===== src/rtl/ili9341_8080_rx_if.sv =====
// ili9341_8080_rx_if: 8080-I write bus towards the panel plus framebuffer writes and status back.
interface ili9341_8080_rx_if #(parameter int ADDR_W = 17);
   logic [7:0]        tftParallelPort;
   logic              tftChipSelect;
   logic              tftWriteEnable;
   logic              tftDataCmd;
   logic              tftReset;
   logic [ADDR_W-1:0] pixelAddr;
   logic [15:0]       pixelData;
   logic              pixelWe;
   logic              dispOn;
   logic              sleepOut;
   logic              windowErr;
   modport master(output tftParallelPort, tftChipSelect, tftWriteEnable, tftDataCmd, tftReset,
                  input pixelAddr, pixelData, pixelWe, dispOn, sleepOut, windowErr);
   modport slave(input tftParallelPort, tftChipSelect, tftWriteEnable, tftDataCmd, tftReset,
                 output pixelAddr, pixelData, pixelWe, dispOn, sleepOut, windowErr);
endinterface


===== src/rtl/ili9341_8080_rx.sv =====
// ili9341_8080_rx: ILI9341 8080-I write receiver decoding CASET/PASET/RAMWR into RGB565 pixel writes.
// Define ILI9341_RX_STATS_EN to add saturating cmdCount/pixelCount outputs.
module ili9341_8080_rx #(
   parameter int WIDTH  = 240,
   parameter int HEIGHT = 320,
   parameter int ADDR_W = 17
) (
   input logic clk,
   input logic reset,
   ili9341_8080_rx_if.slave bus
`ifdef ILI9341_RX_STATS_EN
   ,
   output logic [15:0] cmdCount,
   output logic [23:0] pixelCount
`endif
);
   typedef enum logic [2:0] {CMD, CASET_P, PASET_P, RAMWR, IGNORE} state_t;
   localparam logic [15:0] W16 = 16'(WIDTH);
   localparam logic [15:0] H16 = 16'(HEIGHT);
   localparam logic [ADDR_W-1:0] WA = ADDR_W'(WIDTH);
   logic [1:0] cs_s, wr_s, dc_s, rs_s;
   logic [7:0] d1, d2, b1, b2;
   logic wr_q, ev1, ev2, dc1, dc2, rst_any, sw_rst, evt;
   state_t state, state_n;
   logic [1:0] idx, idx_n;
   logic [23:0] par, par_n;
   logic [15:0] col_start, col_end, page_start, page_end, col, page;
   logic [15:0] col_start_n, col_end_n, page_start_n, page_end_n, col_n, page_n;
   logic [15:0] s16, e16;
   logic lsb, lsb_n, we_n, on_n, slp_n, err_n;
   logic [7:0] msb, msb_n;
   logic [ADDR_W-1:0] addr_n;
   logic [15:0] data_n;
   assign rst_any = reset | ~rs_s[1];
   assign evt = wr_s[1] & ~wr_q & ~cs_s[1];
   always_ff @(posedge clk) begin
      if (reset) begin
         cs_s <= 2'b11;
         wr_s <= 2'b11;
         rs_s <= 2'b11;
         dc_s <= 2'b00;
         d1 <= 8'd0;
         d2 <= 8'd0;
         wr_q <= 1'b1;
      end else begin
         cs_s <= {cs_s[0], bus.tftChipSelect};
         wr_s <= {wr_s[0], bus.tftWriteEnable};
         rs_s <= {rs_s[0], bus.tftReset};
         dc_s <= {dc_s[0], bus.tftDataCmd};
         d1 <= bus.tftParallelPort;
         d2 <= d1;
         wr_q <= wr_s[1];
      end
   end
   // Two event stages place the pixel strobe four edges after WRX is first seen high
   always_ff @(posedge clk) begin
      if (rst_any) begin
         {ev1, ev2, dc1, dc2} <= 4'd0;
         b1 <= 8'd0;
         b2 <= 8'd0;
      end else begin
         ev1 <= evt;
         dc1 <= dc_s[1];
         b1 <= d2;
         ev2 <= ev1;
         dc2 <= dc1;
         b2 <= b1;
      end
   end
   assign s16 = par[23:8];
   assign e16 = {par[7:0], b2};
   always_comb begin
      state_n = state;
      idx_n = idx;
      par_n = par;
      col_start_n = col_start;
      col_end_n = col_end;
      page_start_n = page_start;
      page_end_n = page_end;
      col_n = col;
      page_n = page;
      lsb_n = lsb;
      msb_n = msb;
      addr_n = bus.pixelAddr;
      data_n = bus.pixelData;
      we_n = 1'b0;
      on_n = bus.dispOn;
      slp_n = bus.sleepOut;
      err_n = bus.windowErr;
      sw_rst = 1'b0;
      if (ev2 && !dc2) begin
         idx_n = 2'd0;
         lsb_n = 1'b0;
         state_n = CMD;
         case (b2)
            8'h2A: state_n = CASET_P;
            8'h2B: state_n = PASET_P;
            8'h2C: begin
               state_n = RAMWR;
               col_n = col_start;
               page_n = page_start;
            end
            8'h01: sw_rst = 1'b1;
            8'h11: slp_n = 1'b1;
            8'h29: on_n = 1'b1;
            8'h28: on_n = 1'b0;
            default: state_n = IGNORE;
         endcase
      end else if (ev2 && (state == CASET_P || state == PASET_P)) begin
         par_n = {par[15:0], b2};
         idx_n = idx + 2'd1;
         if (idx == 2'd3) begin
            state_n = CMD;
            if (state == CASET_P && s16 <= e16 && e16 < W16) begin
               col_start_n = s16;
               col_end_n = e16;
            end else if (state == PASET_P && s16 <= e16 && e16 < H16) begin
               page_start_n = s16;
               page_end_n = e16;
            end else
               err_n = 1'b1;
         end
      end else if (ev2 && state == RAMWR) begin
         lsb_n = ~lsb;
         msb_n = b2;
         if (lsb) begin
            we_n = 1'b1;
            data_n = {msb, b2};
            addr_n = ADDR_W'(page) * WA + ADDR_W'(col);
            col_n = col < col_end ? col + 16'd1 : col_start;
            page_n = col < col_end ? page : page == page_end ? page_start : page + 16'd1;
         end
      end
   end
   always_ff @(posedge clk) begin
      if (rst_any || sw_rst) begin
         state <= CMD;
         idx <= 2'd0;
         par <= 24'd0;
         col_start <= 16'd0;
         col_end <= W16 - 16'd1;
         page_start <= 16'd0;
         page_end <= H16 - 16'd1;
         col <= 16'd0;
         page <= 16'd0;
         lsb <= 1'b0;
         msb <= 8'd0;
         bus.pixelAddr <= '0;
         bus.pixelData <= 16'd0;
         bus.pixelWe <= 1'b0;
         bus.dispOn <= 1'b0;
         bus.sleepOut <= 1'b0;
         bus.windowErr <= 1'b0;
      end else begin
         state <= state_n;
         idx <= idx_n;
         par <= par_n;
         col_start <= col_start_n;
         col_end <= col_end_n;
         page_start <= page_start_n;
         page_end <= page_end_n;
         col <= col_n;
         page <= page_n;
         lsb <= lsb_n;
         msb <= msb_n;
         bus.pixelAddr <= addr_n;
         bus.pixelData <= data_n;
         bus.pixelWe <= we_n;
         bus.dispOn <= on_n;
         bus.sleepOut <= slp_n;
         bus.windowErr <= err_n;
      end
   end
`ifdef ILI9341_RX_STATS_EN
   always_ff @(posedge clk) begin
      if (rst_any || sw_rst) begin
         cmdCount <= 16'd0;
         pixelCount <= 24'd0;
      end else begin
         if (ev2 && !dc2 && !(&cmdCount)) cmdCount <= cmdCount + 16'd1;
         if (we_n && !(&pixelCount)) pixelCount <= pixelCount + 24'd1;
      end
   end
`endif
endmodule


===== src/flat_wrapper.sv =====
// flat-port wrapper written by rule: the top's interface ports become plain ports
module ili9341_8080_rx_flat 
#(
   parameter int WIDTH  = 240,
   parameter int HEIGHT = 320,
   parameter int ADDR_W = 17
)
  (clk, reset, bus_tftParallelPort, bus_tftChipSelect, bus_tftWriteEnable, bus_tftDataCmd, bus_tftReset, bus_pixelAddr, bus_pixelData, bus_pixelWe, bus_dispOn, bus_sleepOut, bus_windowErr);
  ili9341_8080_rx_if #(.ADDR_W(ADDR_W)) bus_i ();
  input logic clk;
  input logic reset;
  input wire logic [$bits(bus_i.tftParallelPort)-1:0] bus_tftParallelPort;
  input wire logic [$bits(bus_i.tftChipSelect)-1:0] bus_tftChipSelect;
  input wire logic [$bits(bus_i.tftWriteEnable)-1:0] bus_tftWriteEnable;
  input wire logic [$bits(bus_i.tftDataCmd)-1:0] bus_tftDataCmd;
  input wire logic [$bits(bus_i.tftReset)-1:0] bus_tftReset;
  output wire logic [$bits(bus_i.pixelAddr)-1:0] bus_pixelAddr;
  output wire logic [$bits(bus_i.pixelData)-1:0] bus_pixelData;
  output wire logic [$bits(bus_i.pixelWe)-1:0] bus_pixelWe;
  output wire logic [$bits(bus_i.dispOn)-1:0] bus_dispOn;
  output wire logic [$bits(bus_i.sleepOut)-1:0] bus_sleepOut;
  output wire logic [$bits(bus_i.windowErr)-1:0] bus_windowErr;
  assign bus_i.tftParallelPort = bus_tftParallelPort;
  assign bus_i.tftChipSelect = bus_tftChipSelect;
  assign bus_i.tftWriteEnable = bus_tftWriteEnable;
  assign bus_i.tftDataCmd = bus_tftDataCmd;
  assign bus_i.tftReset = bus_tftReset;
  assign bus_pixelAddr = bus_i.pixelAddr;
  assign bus_pixelData = bus_i.pixelData;
  assign bus_pixelWe = bus_i.pixelWe;
  assign bus_dispOn = bus_i.dispOn;
  assign bus_sleepOut = bus_i.sleepOut;
  assign bus_windowErr = bus_i.windowErr;
  ili9341_8080_rx #(.WIDTH(WIDTH), .HEIGHT(HEIGHT), .ADDR_W(ADDR_W)) u_core (.clk(clk), .reset(reset), .bus(bus_i));
endmodule

===== config.mk =====
export PLATFORM = sky130hd
export DESIGN_NAME = ili9341_8080_rx_flat
export DESIGN_NICKNAME = d
export VERILOG_FILES = /design/src/rtl/ili9341_8080_rx_if.sv /design/src/rtl/ili9341_8080_rx.sv /design/src/flat_wrapper.sv
export SDC_FILE = /design/constraint.sdc
export NUM_CORES = 1
export LEC_CHECK = 0
export CAP_MARGIN = 10
export CORE_MARGIN = 2
export CORE_UTILIZATION = 30
export DETAILED_ROUTE_END_ITERATION = 10
export PLACE_DENSITY = 0.49
export SLEW_MARGIN = 0
export SYNTH_ARGS = -nofsm -noshare
export SYNTH_HDL_FRONTEND = slang
export SYNTH_SLANG_ARGS = --single-unit

===== constraint.sdc =====
create_clock -name clk -period 5.35 [get_ports clk]
set_input_delay 1.605 -clock clk [delete_from_list [all_inputs] [get_ports clk]]
set_output_delay 1.605 -clock clk [all_outputs]
set_load 0.005 [all_outputs]

Word level (Yosys, flattened, before mapping)
Index checks and enable logic that the tools add are counted.
{"block": "classes", "add_sub_neg": 4, "mul": 1, "n_lt_le_gt_ge": 4, "n_eq_ne": 15, "mux": 21, "bitwise_logic": 12, "reduce_logical": 30}
{"op": "16-bit 2-to-1 mux", "n": 13}
{"op": "8-bit by 6-bit == test with 1-bit output (second input constant)", "n": 5}
{"op": "16-bit by 1-bit adder with 16-bit output (second input constant)", "n": 2}
{"op": "17-bit by 16-bit adder with 17-bit output", "n": 1}
{"op": "16-bit == test", "n": 1}
{"op": "16-bit less-or-equal comparator", "n": 1}
{"op": "16-bit less-than comparator", "n": 1}
{"op": "16-bit by 8-bit less-than comparator with 1-bit output (second input constant)", "n": 1}
{"op": "16-bit by 9-bit less-than comparator with 1-bit output (second input constant)", "n": 1}
{"op": "16-bit by 4-bit multiplier with 13-bit output (second input constant)", "n": 1}
{"op": "5-bit AND reduction", "n": 3}
{"op": "3-bit one-hot mux with 4 select lines", "n": 1}
{"op": "4-bit AND reduction", "n": 3}
{"op": "2-bit AND reduction", "n": 5}
{"op": "2-bit nonzero test", "n": 5}
{"op": "3-bit 2-to-1 mux", "n": 3}
{"op": "1-bit NOT", "n": 9}
{"op": "8-bit by 1-bit == test with 1-bit output (second input constant)", "n": 1}
{"op": "8-bit by 5-bit == test with 1-bit output (second input constant)", "n": 1}
{"op": "4-bit OR reduction", "n": 2}
{"op": "1-bit logical AND", "n": 7}
{"op": "3-bit by 2-bit == test with 1-bit output (second input constant)", "n": 2}
{"op": "2-bit by 1-bit != test with 1-bit output (second input constant)", "n": 2}
{"op": "3-bit by 1-bit == test with 1-bit output (second input constant)", "n": 1}
{"op": "11 further kinds", "n": 15}
{"block": "word_totals", "ff_bits": 216, "input_bits": 14, "out_inout_bits": 37, "elab_cells": 117}

Logic depth before layout (Yosys ltp)
{"block": "depth", "ltp_word": 7, "ltp_mapped": 18}

Least setup slack after synthesis
No wires, ideal clock.
{"block": "synth_path", "path_type": "reg-to-reg", "from": "register u_core.page[0]", "to": "register u_core.bus.pixelAddr[16]", "setup_ps": 133, "arrival_ps": 3957, "setup_slack_ps": 1261, "path_stages_with_launch": 18, "path_buffers": 0, "path_cell_list": "dfxtp_1 -> fa_1 -> inv_1 -> fa_1 -> inv_1 -> ha_1 -> a21o_1 -> a21oi_1 -> o21bai_1 -> a2111oi_0 -> nor2_1 -> xnor2_1 -> ha_1 -> a21oi_1 -> o221ai_1 -> a21oi_1 -> xnor2_1 -> a21oi_1"}
{"block": "synth_via", "elab_chain_cells": 2}
{"item": "from (decl)", "line_no": "ili9341_8080_rx.sv:27", "rtl": "logic [15:0] col_start, col_end, page_start, page_end, col, page;"}
{"item": "from (signal assigned)", "line_no": "ili9341_8080_rx.sv:163", "rtl": "page <= page_n;"}
{"item": "16-bit by 4-bit multiplier with 13-bit output", "line_no": "ili9341_8080_rx.sv:129", "rtl": "addr_n = ADDR_W'(page) * WA + ADDR_W'(col);"}
{"item": "17-bit by 16-bit adder with 17-bit output", "line_no": "ili9341_8080_rx.sv:129"}
{"item": "to (signal assigned)", "line_no": "ili9341_8080_rx.sv:166", "rtl": "bus.pixelAddr <= addr_n;"}
{"item": "to (decl)", "line_no": "ili9341_8080_rx_if.sv:17", "rtl": "output pixelAddr, pixelData, pixelWe, dispOn, sleepOut, windowErr);"}
Every way passes these cells.
A chain may end at the register's enable or synchronous reset.

Final worst setup path
Same ends and word-level chain as after synthesis.

==> results.yml <==
pwr:
  switchingPower_w: 0.000716
  p_sw_frac: 0.217
  power_density_nw_per_um2: 270
  p_seq_frac: 0.493
  cellLeakagePower_nw: 4.74
  ir_drop_mv: 0.200
  pwr-share-comb: 0.021
  clockPowerShare: 0.486
  p_int_w: 0.00258
hold_path:
  hp-start: "u_core.wr_q$_SDFF_PP1_"
  holdPathEnd: "u_core.ev1$_SDFF_PP0_"
  hold_class: "flip-flop to flip-flop"
  min_path_cells: 1
route:
  via_per_inst: 4.84
  routed_wl_mm: 25.9
  drt_iter0_drc: 484
  first_pass_iters: 5
  ant_nets: 0
  drc: 0
  vias: 8278
  wire_per_inst_um: 15.2
clock_tree:
  cts_max_level: 1
  cts_root_buf: "clkbuf_16"
  path_clk_slew_ns: 0.06
  clk-insertion-delay-late_ns: 0.53
  clk_path_buf_depth: 3
  cts_resized: 0
  cts_setup_buffers: 0
  cts.sink_count: 216
  cts_tree: "done"
  cts_hold_buf: 0
  cts-buffers-inserted: 25
yosys:
  ys_ff_latch: 216
  synth_flop_cell: "dfxtp_1"
  seq_area_frac_synth: 0.410
  synth_nets: 1325
  yosys-top-cells-area: "dfxtp_1 (41%), ha_1 (7.9%), nand2_1 (6.5%), a21oi_1 (4.6%), fa_1 (3.8%)"
  syn_area_um2: 10500
  synth_edf_count: 0
  yosysMostFrequentCell: "dfxtp_1"
  synth_common_cells: "dfxtp_1 (216), nand2_1 (184), a21oi_1 (96)"
  synthArstFlopShare: 0
  postSynthCellCount: 1224
  yosys.cell_types.count: 64
  yosysWarningCount: 0
  synth_top_area_share: 0.410
  synth_area_per_cell_um2: 8.62
  synth_top_area_cell: "dfxtp_1"
floorplanning:
  die_w_um: 192
  die_h_um: 192
  rows: 68
  die_area_um2: 36700
  pin_count: 51
  core_um2: 34500
  initial_core_util: 0.305
placement:
  dp_hpwl_mm: 18.1
  numPortBuffers: 50
  routabilityCongestion: 0.788
  post-place-ws_ns: 0.895
critical_path:
  worst-r2r-cell-count: 17
  r2r_slack_ns: 0.86
  startpoint_type: "flip-flop"
  cp.required_ns: 5.76
  cp_max_fo: 10
  reg2reg_from: "u_core.page[0]$_SDFFE_PP0P_"
  cp-end-kind: "flip-flop"
  cp-startpoint: "u_core.page[0]$_SDFFE_PP0P_"
  r2r_end: "u_core.bus.pixelAddr[16]$_SDFFE_PP0P_"
  criticalPathCategory: "flip-flop to flip-flop"
  cp.arrival_ns: 4.89
sta:
  setup_tns_ns: 0
  fin_crit_sh: 0.839
  rsz0062_at_grt: "false"
  maxSlewViolCount: 0
  timing.fmax_ghz: 0.223
  slew_headroom: 0.299
  fin_ws_ns: 0.861
  setup_violations: 0
  hold_viol_final: 0
  tightest_slew_ns: 1.05
  finClkSkew_ns: 0.00991
  min_period_ns: 4.49
global_route:
  grt_overflow: 0
  grt_pass1_vias: 7768
  antenna_found_initial: 0
  grt_max_degree: 97
  grt_use_total: 0.144
  grt_pass1_wl_mm: 42.4
layout:
  num_antenna_cells: 0
  area_growth_syn_to_layout_pct: 15.7
  fin_util: 0.353
  drive_gt1_frac: 0.0574
  fin_nets: 1343
  fill_cells: 3701
flow_run:
  maxCapViolCount: 0
run_status:
  status: "finished, final reports clean"
layout make-up:
type | instances | area [um2] | area share
timing repair buffer | 61 | 596 | 0.0488
clock inverter | 3 | 32.5 | 0.00267
clock buffer | 37 | 731 | 0.0599
multi-input combinational | 862 | 5670 | 0.464
tap | 455 | 569 | 0.0466
inverter | 76 | 285 | 0.0234
sequential | 216 | 4320 | 0.354
logic make-up after synthesis:
logic type,share of synthesized area
buffers and inverters,0.0561
muxes,0.0268
adders and majority gates,0.117
DFF,0.410
AOI/OAI and AO/OA,0.145
and+or+nand+nor,0.206
xor gates and xnor gates,0.0382
layout by cell type (no fill, tap or decap), types with 10 or more instances in the layout:
cell type        synthesis  layout
ha_1                    67      67
nand4_1                 24      24
nor2b_1                 22      22
clkbuf_16                0      25
a21o_1                  11      11
clkdlybuf4s50_1          0      50
inv_1                   76      76
xnor2_1                 39      39
fa_1                    20      20
o32ai_1                 10      10
buf_4                    1      10
or2_2                   10      10
and2_1                  21      21
o21ai_0                 57      57
and3_1                  18      18
a21oi_1                 96      95
nor3_1                  13      13
nand2_1                184     184
a211oi_1                12      12
dfxtp_1                216     216
nor2_1                  64      63
nand3_1                 61      59
o211ai_1                16      16
mux2i_1                 26      26
how the worst max path moves through the flow:
stage | to | slack, ns | cells past startpoint
after floorplan | u_core.bus.pixelAddr[16]$_SDFFE_PP0P_ | 1.26 | 17
after global placement | u_core.bus.pixelAddr[16]$_SDFFE_PP0P_ | 0.91 | 17
after detailed placement | u_core.bus.pixelAddr[16]$_SDFFE_PP0P_ | 0.89 | 17
after CTS | u_core.bus.pixelAddr[16]$_SDFFE_PP0P_ | 0.85 | 17
after global routing | u_core.bus.pixelAddr[16]$_SDFFE_PP0P_ | 0.52 | 16
final | u_core.bus.pixelAddr[16]$_SDFFE_PP0P_ | 0.86 | 17
power by group through the flow:
stage	registers, W	logic (W)	clock network, W
after floorplan	0.00166	0.0000452	0
final	0.00163	0.0000703	0.00160
after CTS	0.00162	0.0000716	0.00165
after detailed placement	0.00166	0.0000715	0
after global routing	0.00163	0.0000780	0.00172
after global placement	0.00166	0.0000713	0
state kept, by name (all words and copies together) (netlist names), 2 cells and up:
name / flops
u_core.d2: 8
u_core.col: 16
u_core.dc_s: 2
u_core.rs_s: 2
u_core.b2: 8
u_core.b1: 8
u_core.col_start: 16
u_core.wr_s: 2
u_core.page: 16
u_core.bus.pixelData: 16
u_core.idx: 2
u_core.par: 24
u_core.state: 3
u_core.page_start: 16
u_core.col_end: 16
u_core.bus.pixelAddr: 17
u_core.page_end: 16
u_core.cs_s: 2
u_core.msb: 8
u_core.d1: 8
per-layer routing:
layer / routed length, um / GRT usage / vias to the layer above
met5: 0 / 0 / -
met2: 12100 / 0.239 / 108
met1: 12700 / 0.197 / 3899
met4: 471 / 0.0340 / 0
li1: - / - / 4236
met3: 688 / 0.0196 / 35
worst max-delay path: stages, from the launching register on:
cell and delay [ns]:
dfxtp_1 0.42, fa_1 0.61, inv_1 0.06, fa_1 0.54, inv_1 0.05, ha_1 0.27, a21o_1 0.16, a21oi_1 0.21
o21bai_1 0.11, a2111oi_0 0.56, nor2_1 0.14, xnor2_1 0.23, ha_1 0.27, a21oi_1 0.17, o221ai_1 0.15, a21oi_1 0.21
xnor2_1 0.14, a21oi_1 0.08
through the flow:
step,cells,area [um2],total power (W),hold slack [ns]
after floorplan,1224,10500,0.00170,0.374
after global placement,1670,11400,0.00173,0.382
after detailed placement,1670,11400,0.00173,0.384
after CTS,1710,12200,0.00334,0.391
after global routing,1710,12200,0.00343,0.413
final,1710,12200,0.00330,0.388
Note: power is estimated with default switching activity, not from simulation.
